===== config.mk =====
export PLATFORM = sky130hd
export DESIGN_NAME = multicycle_main_fsm
export DESIGN_NICKNAME = d
export VERILOG_FILES = /design/src/rtl/multicycle_main_fsm.sv
export SDC_FILE = /design/constraint.sdc
export NUM_CORES = 1
export LEC_CHECK = 0
export ABC_AREA = 1
export CORE_MARGIN = 3
export CORE_UTILIZATION = 28
export DETAILED_ROUTE_END_ITERATION = 10
export PLACE_DENSITY = 0.66
export SLEW_MARGIN = 20
export SYNTH_ARGS = -nofsm -noshare
export SYNTH_HDL_FRONTEND = slang
export SYNTH_SLANG_ARGS = --single-unit

===== constraint.sdc =====
create_clock -name clk -period 2.8 [get_ports clk]
set_input_delay 0.56 -clock clk [delete_from_list [all_inputs] [get_ports clk]]
set_output_delay 0.56 -clock clk [all_outputs]
set_load 0.01 [all_outputs]

===== src/rtl/multicycle_main_fsm.sv =====
// Main control FSM for the multicycle RV32I core.
// It sequences the datapath mux selects and write enables for lw, sw,
// R-type, I-type ALU, beq and jal. It also drives the 2-bit ALUOp into
// the ALU decoder. It stalls on mem_ready and traps on unknown opcodes.
module multicycle_main_fsm #(
  parameter int TRAP_ON_ILLEGAL = 1
) (
  input  logic       clk,
  input  logic       reset_n,
  input  logic [6:0] opcode,
  input  logic       zero,
  input  logic       mem_ready,
  output logic       PCWrite,
  output logic       AdrSrc,
  output logic       MemWrite,
  output logic       IRWrite,
  output logic [1:0] ResultSrc,
  output logic [1:0] ALUSrcA,
  output logic [1:0] ALUSrcB,
  output logic [1:0] ALUOp,
  output logic       RegWrite,
  output logic       illegal_instr,
  output logic [3:0] state
);

  // State encoding is visible on the debug port, so it is fixed here.
  localparam logic [3:0] S_FETCH    = 4'd0;
  localparam logic [3:0] S_DECODE   = 4'd1;
  localparam logic [3:0] S_MEMADR   = 4'd2;
  localparam logic [3:0] S_MEMREAD  = 4'd3;
  localparam logic [3:0] S_MEMWB    = 4'd4;
  localparam logic [3:0] S_MEMWRITE = 4'd5;
  localparam logic [3:0] S_EXECUTER = 4'd6;
  localparam logic [3:0] S_EXECUTEI = 4'd7;
  localparam logic [3:0] S_ALUWB    = 4'd8;
  localparam logic [3:0] S_BEQ      = 4'd9;
  localparam logic [3:0] S_JAL      = 4'd10;
  localparam logic [3:0] S_TRAP     = 4'd11;

  localparam logic [6:0] OP_LW   = 7'b0000011;
  localparam logic [6:0] OP_SW   = 7'b0100011;
  localparam logic [6:0] OP_R    = 7'b0110011;
  localparam logic [6:0] OP_I    = 7'b0010011;
  localparam logic [6:0] OP_BEQ  = 7'b1100011;
  localparam logic [6:0] OP_JAL  = 7'b1101111;

  logic [3:0] state_q;
  logic [3:0] state_d;

  // Un-gated enables. The reset gating and the branch term are applied at the ports.
  logic pc_update;
  logic branch;
  logic ir_write_raw;
  logic mem_write_raw;
  logic reg_write_raw;

  // Next-state decode. The opcode is only looked at in DECODE and MEMADR.
  // The IR cannot change in those states.
  always_comb begin
    state_d = state_q;
    case (state_q)
      S_FETCH:    state_d = mem_ready ? S_DECODE : S_FETCH;
      S_DECODE: begin
        case (opcode)
          OP_LW, OP_SW: state_d = S_MEMADR;
          OP_R:         state_d = S_EXECUTER;
          OP_I:         state_d = S_EXECUTEI;
          OP_BEQ:       state_d = S_BEQ;
          OP_JAL:       state_d = S_JAL;
          default:      state_d = (TRAP_ON_ILLEGAL != 0) ? S_TRAP : S_FETCH;
        endcase
      end
      // opcode[5] separates stores (0100011) from loads (0000011).
      S_MEMADR:   state_d = opcode[5] ? S_MEMWRITE : S_MEMREAD;
      S_MEMREAD:  state_d = mem_ready ? S_MEMWB : S_MEMREAD;
      S_MEMWB:    state_d = S_FETCH;
      S_MEMWRITE: state_d = mem_ready ? S_FETCH : S_MEMWRITE;
      S_EXECUTER: state_d = S_ALUWB;
      S_EXECUTEI: state_d = S_ALUWB;
      S_ALUWB:    state_d = S_FETCH;
      S_BEQ:      state_d = S_FETCH;
      S_JAL:      state_d = S_ALUWB;
      S_TRAP:     state_d = S_TRAP;
      // Codes 12-15 are unreachable, so recover to FETCH from them.
      default:    state_d = S_FETCH;
    endcase
  end

  // State register with asynchronous return to FETCH.
  always_ff @(posedge clk or negedge reset_n) begin
    if (!reset_n) begin
      state_q <= S_FETCH;
    end else begin
      state_q <= state_d;
    end
  end

  // Moore output decode. The only input-dependent terms are the mem_ready
  // gating in FETCH and the branch resolution on zero.
  always_comb begin
    AdrSrc        = 1'b0;
    ResultSrc     = 2'b00;
    ALUSrcA       = 2'b00;
    ALUSrcB       = 2'b00;
    ALUOp         = 2'b00;
    illegal_instr = 1'b0;
    pc_update     = 1'b0;
    branch        = 1'b0;
    ir_write_raw  = 1'b0;
    mem_write_raw = 1'b0;
    reg_write_raw = 1'b0;
    case (state_q)
      S_FETCH: begin
        ALUSrcB      = 2'b10;
        ResultSrc    = 2'b10;
        ir_write_raw = mem_ready;
        pc_update    = mem_ready;
      end
      // Compute the branch target (OldPC + imm) speculatively.
      S_DECODE: begin
        ALUSrcA = 2'b01;
        ALUSrcB = 2'b01;
      end
      S_MEMADR: begin
        ALUSrcA = 2'b10;
        ALUSrcB = 2'b01;
      end
      S_MEMREAD: begin
        AdrSrc = 1'b1;
      end
      S_MEMWB: begin
        ResultSrc     = 2'b01;
        reg_write_raw = 1'b1;
      end
      // The write strobe stays high through the stall until memory accepts it.
      S_MEMWRITE: begin
        AdrSrc        = 1'b1;
        mem_write_raw = 1'b1;
      end
      S_EXECUTER: begin
        ALUSrcA = 2'b10;
        ALUOp   = 2'b10;
      end
      S_EXECUTEI: begin
        ALUSrcA = 2'b10;
        ALUSrcB = 2'b01;
        ALUOp   = 2'b10;
      end
      S_ALUWB: begin
        reg_write_raw = 1'b1;
      end
      S_BEQ: begin
        ALUSrcA = 2'b10;
        ALUOp   = 2'b01;
        branch  = 1'b1;
      end
      // Write the branch target into the PC. PC+4 is formed for the link write.
      S_JAL: begin
        ALUSrcA   = 2'b01;
        ALUSrcB   = 2'b10;
        pc_update = 1'b1;
      end
      S_TRAP: begin
        illegal_instr = 1'b1;
      end
      default: begin
      end
    endcase
  end

  // Enables are held low while reset is asserted. This holds even before the
  // first clock edge.
  assign PCWrite  = reset_n & (pc_update | (branch & zero));
  assign IRWrite  = reset_n & ir_write_raw;
  assign MemWrite = reset_n & mem_write_raw;
  assign RegWrite = reset_n & reg_write_raw;
  assign state    = state_q;

endmodule


==> impl_metrics.env, run 1 <==
export IMPL_wire_per_inst_um=9.87
export IMPL_fmax_ghz=0.388
export IMPL_fin_cells=129
export IMPL_drive_gt1_share_pct=7.02
export IMPL_drc=0
export IMPL_ctsResizeCount=0
export IMPL_hold_violations=0
export IMPL_io_pins=29
export IMPL_synth_area_mux_share_pct=0
export IMPL_netlist_area_um2=433
export IMPL_slew_headroom_pct=77.2
export IMPL_syn_num_nets=94
export IMPL_yosysUniqueCellTypes=16
export IMPL_antenna_cells=0
export IMPL_dieArea_mm2=0.00205
export IMPL_clock_path_buffers=2
export IMPL_crit_required_ns=2.24
export IMPL_max_cap_violations=0
export IMPL_synth_compound_area_share_pct=7.80
export IMPL_grt_max_degree=8
export IMPL_core_area_mm2=0.00138
export IMPL_ctsHoldBuffers=0
export IMPL_end_kind="output port"
export IMPL_power_density_mw_per_mm2=201
export IMPL_avgSynthCellArea_um2=5.22
export IMPL_hold_path_class="input pin to async pin"
export IMPL_critPathArrivalTime_ns=2.02
export IMPL_hpwl_mm=1.08
export IMPL_grt_pass1_vias=497
export IMPL_status="finished, final reports clean"
export IMPL_ant_nets=0
export IMPL_synthAdderAreaFrac_pct=0
export IMPL_routabilityCongestion=0.835
export IMPL_synth_xor_xnor_area_share_pct=0
export IMPL_cp_max_fo=5
export IMPL_cts_root_buf="clkbuf_4"
export IMPL_worst_slew_pin_slew_ns=0.341
export IMPL_numCtsBuffers=3
export IMPL_htree_levels=1
export IMPL_layout_commonest_cell="clkdlybuf4s50_1"
export IMPL_cts_setup_buffers=0
export IMPL_synth_seq_cells=4
export IMPL_whs_ns=0.540
export IMPL_fin_nets=127
export IMPL_grt_overflow=0
export IMPL_dpl_cell_count=126
export IMPL_grt_pass1_wl_mm=1.99
export IMPL_port_buffer_count=28
export IMPL_setup_viol=0
export IMPL_routed_wl_mm=1.27
export IMPL_layout_common_cells="28 x clkdlybuf4s50_1, 24 x nand2_1, 18 x inv_1"
export IMPL_vdd_ir_drop_max_mv=0.139
export IMPL_path_clk_slew_ns=0.04
export IMPL_p_leak_nw=0.402
export IMPL_die_w_um=45.3
export IMPL_largest_reg_flops=4
export IMPL_area_growth_pct=74.3
export IMPL_start_util_pct=31.3
export IMPL_vias=604
export IMPL_min_period_ns=2.58
export IMPL_grt_total_usage_pct=13.4
export IMPL_yosysSeqAreaShare_pct=23.1
export IMPL_cts_tree="built"
export IMPL_crit_type="input pin to output port"
export IMPL_grt_antenna_before_repair=0
export IMPL_drt_iter0_drc=13
export IMPL_clock_sinks=4
export IMPL_rows=13
export IMPL_slew_viol_final=0
export IMPL_synthCells=83
export IMPL_via_per_inst=4.68
export IMPL_finClkSkew_ns=0.00603
export IMPL_synthSimpleGateAreaFrac_pct=51.4
export IMPL_synth_top_family_by_area="simple AND/OR/NAND/NOR gates"
export IMPL_setup_tns_ns=0
export IMPL_fin_crit_sh_pct=92.1
export IMPL_synth_warnings=0
export IMPL_worstSetupStartpointType="input pin"
export IMPL_die_y_um=45.3
export IMPL_drt_first_pass_iters=4
export IMPL_rsz0062_at_grt="no"
export IMPL_clock_latency_ns=0.23
[worst paths after layout]
path	endpoint	cells after the start	start	slack (ns)
worst max-delay path	RegWrite	4	reset_n	0.22
min in group clk	state[3]$_DFF_PN0_	2	state[1]$_DFF_PN0_	0.67
worst min register to register	state[3]$_DFF_PN0_	2	state[1]$_DFF_PN0_	0.67
max in group asynchronous	state[2]$_DFF_PN0_	1	reset_n	2.07
worst min-delay path	state[1]$_DFF_PN0_	1	reset_n	0.54
worst max register to register	state[0]$_DFF_PN0_	5	state[2]$_DFF_PN0_	1.63
[Yosys cell counts]
master / count / area share (%)
nand2_2: 2 / 2.9
o211ai_1: 1 / 1.7
nor3_1: 1 / 1.2
nand2_1: 24 / 21
a31oi_1: 1 / 1.4
o21ai_0: 2 / 2.3
a21oi_1: 2 / 2.3
nand4_1: 1 / 1.4
clkinv_2: 1 / 1.2
inv_1: 18 / 16
nor2_2: 1 / 1.4
nor2_1: 15 / 13
dfrtp_1: 4 / 23
nand3_1: 8 / 9.2
inv_2: 1 / 0.87
or3_1: 1 / 1.4
[where the power goes]
part            total, W  internal, W  switching (W)  leakage [nW]
logic          0.0000233    0.0000143     0.00000901         0.348
registers      0.0000581    0.0000581              0        0.0402
clock network  0.0000703    0.0000478      0.0000224        0.0138
total           0.000152     0.000120      0.0000315         0.402
[routing by layer]
metal	track usage (%)	up-vias	routed length [um]
met2	23.4	40	582
li1	-	314	-
met1	15.1	244	559
met5	0	-	0
met3	1.59	6	105
met4	8.77	0	26
[cells by family after synthesis]
kind of cell | count (synthesis)
simple gates | 53
buf+inv | 20
compound gates | 6
flops | 4
[through the flow]
stage / area [um2] / utilization (%) / setup WS [ns] / power [W]
6_report: 754 / 54.6 / 0.223 / 0.000152
4_1_cts: 754 / 54.6 / 0.203 / 0.000154
3_3_place_gp: 732 / 52.9 / 0.231 / 0.0000818
2_1_floorplan: 433 / - / 1.13 / 0.0000649
5_1_grt: 754 / 54.6 / 0.0803 / 0.000160
3_5_place_dp: 732 / 52.9 / 0.204 / 0.0000823
[worst max-delay path, cell delays in order]
cell	delay, ns
clkdlybuf4s50_1	0.58
inv_1	0.13
nor3_1	0.19
clkdlybuf4s50_1	0.56
[cell type report]
cell class / instances / area, um2
repair buffers: 28 / 280
clock buffers: 3 / 22.5
inverters: 20 / 76.3
fillers: 149 / 628
well taps: 15 / 18.8
flip-flops and latches: 4 / 100
multi-input cells: 59 / 256
(Power assumes the default switching activity.)
==> run 2, diff against run 1 <==
Settings changed: CAP_MARGIN from default to 20.
==> results of run 2 <==
Final layout, timing and power as in run 1 (identical DEF).
==> run 3, diff against run 2 <==
Settings changed: DONT_BUFFER_PORTS from default to 1, PLACE_DENSITY 0.66 to 0.41.
==> run 3 against run 2 <==
Compared with the run above:
- power decreased by 13%
- die area unchanged
- final cell count decreased by 22%
- critical path depth increased by 1
- flip-flop and latch count unchanged
- first-iteration DRC count decreased by 46%
- fmax increased by 27%
- highest routed layer is now met3
- register-to-register slack got worse by 0.02 ns
- global-route usage decreased by 0.97 points
- via count decreased by 19%
- core utilization decreased by 20 points
- hold slack got worse by 0.51 ns
==> impl_metrics.env, run 3 (synthesized netlist as in run 1, its figures left out) <==
export IMPL_p_clk_share_pct=50.2
export IMPL_grt_pass1_vias=441
export IMPL_clock_path_buffers=2
export IMPL_power_density_mw_per_mm2=277
export IMPL_path_clk_slew_ns=0.04
export IMPL_path_cells="inv_2 > nand2_1 > nor2_1 > nand2_1 > a31oi_1"
export IMPL_ctsResizeCount=0
export IMPL_vdd_ir_drop_max_mv=0.180
export IMPL_routabilityCongestion=0.785
export IMPL_crit_type="register to output port"
export IMPL_drc=0
export IMPL_fmax_ghz=0.492
export IMPL_critPathBufInv=1
export IMPL_grt_total_usage_pct=12.5
export IMPL_core_area_mm2=0.00138
export IMPL_final_util_pct=34.3
export IMPL_crit_required_ns=2.24
export IMPL_hold_violations=0
export IMPL_htree_levels=1
export IMPL_port_buffer_count=0
export IMPL_io_pins=29
export IMPL_slew_headroom_pct=75.5
export IMPL_ctsHoldBuffers=0
export IMPL_setup_viol=0
export IMPL_vias=488
export IMPL_clock_sinks=4
export IMPL_area_growth_pct=9.54
export IMPL_max_cap_violations=0
export IMPL_rsz0062_at_grt="no"
export IMPL_cpLargestDelayFamily="flip-flops"
export IMPL_routed_wl_mm=1.12
export IMPL_p_leak_nw=0.297
export IMPL_layout_common_cells="24 x nand2_1, 18 x inv_1, 15 x nor2_1"
export IMPL_fill_cells=168
export IMPL_fin_crit_sh_pct=72.5
export IMPL_drt_first_pass_iters=4
export IMPL_worstSetupStartpointType="register"
export IMPL_wire_per_inst_um=11.1
export IMPL_rows=13
export IMPL_cpMaxStageDelayCell="dfrtp_1"
export IMPL_slowest_delay_ns=0.45
export IMPL_min_period_ns=2.03
export IMPL_p_int_w=0.000108
export IMPL_antenna_cells=0
export IMPL_pwr_share_comb_pct=5.5
export IMPL_regToRegStartpoint="state[2]$_DFF_PN0_"
export IMPL_via_per_inst=4.83
export IMPL_drt_iter0_drc=7
export IMPL_numCtsBuffers=3
export IMPL_grt_pass1_wl_mm=1.81
export IMPL_die_y_um=45.3
export IMPL_fin_nets=99
export IMPL_cts_root_buf="clkbuf_4"
export IMPL_drive_gt1_share_pct=9.30
export IMPL_finClkSkew_ns=0.000850
export IMPL_cts_setup_buffers=0
export IMPL_grt_max_degree=8
export IMPL_grt_antenna_before_repair=0
export IMPL_switchingPower_w=0.0000233
export IMPL_worst_slew_pin_slew_ns=0.365
export IMPL_hpwl_um=998
export IMPL_crit_path_frequent_cell="nand2_1"
export IMPL_ant_nets=0
export IMPL_largest_reg_flops=4
export IMPL_critPathArrivalTime_ns=1.47
export IMPL_end_kind="output port"
export IMPL_dieArea_mm2=0.00205
export IMPL_clock_latency_ns=0.22
export IMPL_setup_tns_ns=0
export IMPL_hold_path_class="input pin to async pin"
export IMPL_status="finished, final reports clean"
export IMPL_die_w_um=45.3
export IMPL_start_util_pct=31.3
export IMPL_layout_commonest_cell="nand2_1"
export IMPL_seqPwrFrac_pct=44.3
export IMPL_cp_max_fo=5
export IMPL_sw_frac_of_total_pct=17.7
export IMPL_slew_viol_final=0
export IMPL_cts_tree="built"
export IMPL_crit_path_start="state[1]$_DFF_PN0_"
export IMPL_grt_overflow=0
-- run 3: cell types whose count changed in the layout (fill, tap and decap cells not counted), sizes merged --
| cell | delta |
|---|---|
| clkdlybuf4s50 | -28 |
-- run 3: worst paths after layout --
path                                 endpoint  slack (ns)  cells past startpoint
setup / recovery                      PCWrite        0.77                      5
hold / removal             state[3]$_DFF_PN0_        0.03                      0
setup reg to reg           state[0]$_DFF_PN0_        1.61                      5
hold reg to reg            state[3]$_DFF_PN0_        0.72                      2
max in group asynchronous  state[1]$_DFF_PN0_        2.70                      0
min in group clk           state[2]$_DFF_PN0_        0.50                      2
-- run 3: cell type report --
type / instances / area [um2] / share of cell area [%]
multi-input cells: 59 / 256 / 54.1
flip-flops and latches: 4 / 100 / 21.1
inverters: 20 / 76.3 / 16.1
clock buffers: 3 / 22.5 / 4.75
well taps: 15 / 18.8 / 3.96
-- run 3: power groups by stage --
stage          sequential, W   clock, W  combinational (W)
6_report           0.0000582  0.0000660         0.00000720
5_1_grt            0.0000581  0.0000784         0.00000868
4_1_cts            0.0000582  0.0000689         0.00000733
3_5_place_dp       0.0000589          0         0.00000729
3_3_place_gp       0.0000589          0         0.00000726
2_1_floorplan      0.0000589          0         0.00000603
-- run 3: per-layer routing --
layer	share of wire, %	track usage, %	routed length [um]	vias to the layer above
met4	0	7.02	0	0
met2	47	19.8	522	20
met5	0	0	0	-
met1	42	13.9	466	208
li1	-	-	-	260
met3	12	5.18	129	0
-- run 3: worst reg2reg max path: cells and delay by family (launching register included) --
family / cells / cell delay (ns)
simple gates: 4 / 0.63
flops: 1 / 0.42
compound gates: 1 / 0.07
-- run 3: stage by stage --
step | hold slack, ns | std cells | power [W] | instance area, um2 | worst slack (ns)
after floorplan | 0.264 | 83 | 0.0000649 | 433 | 1.13
after global placement | 0.265 | 98 | 0.0000661 | 452 | 0.993
after detailed placement | 0.264 | 98 | 0.0000662 | 452 | 0.980
after CTS | 0.0270 | 101 | 0.000134 | 474 | 0.735
after global routing | 0.00679 | 101 | 0.000145 | 474 | 0.675
final | 0.0329 | 101 | 0.000131 | 474 | 0.769
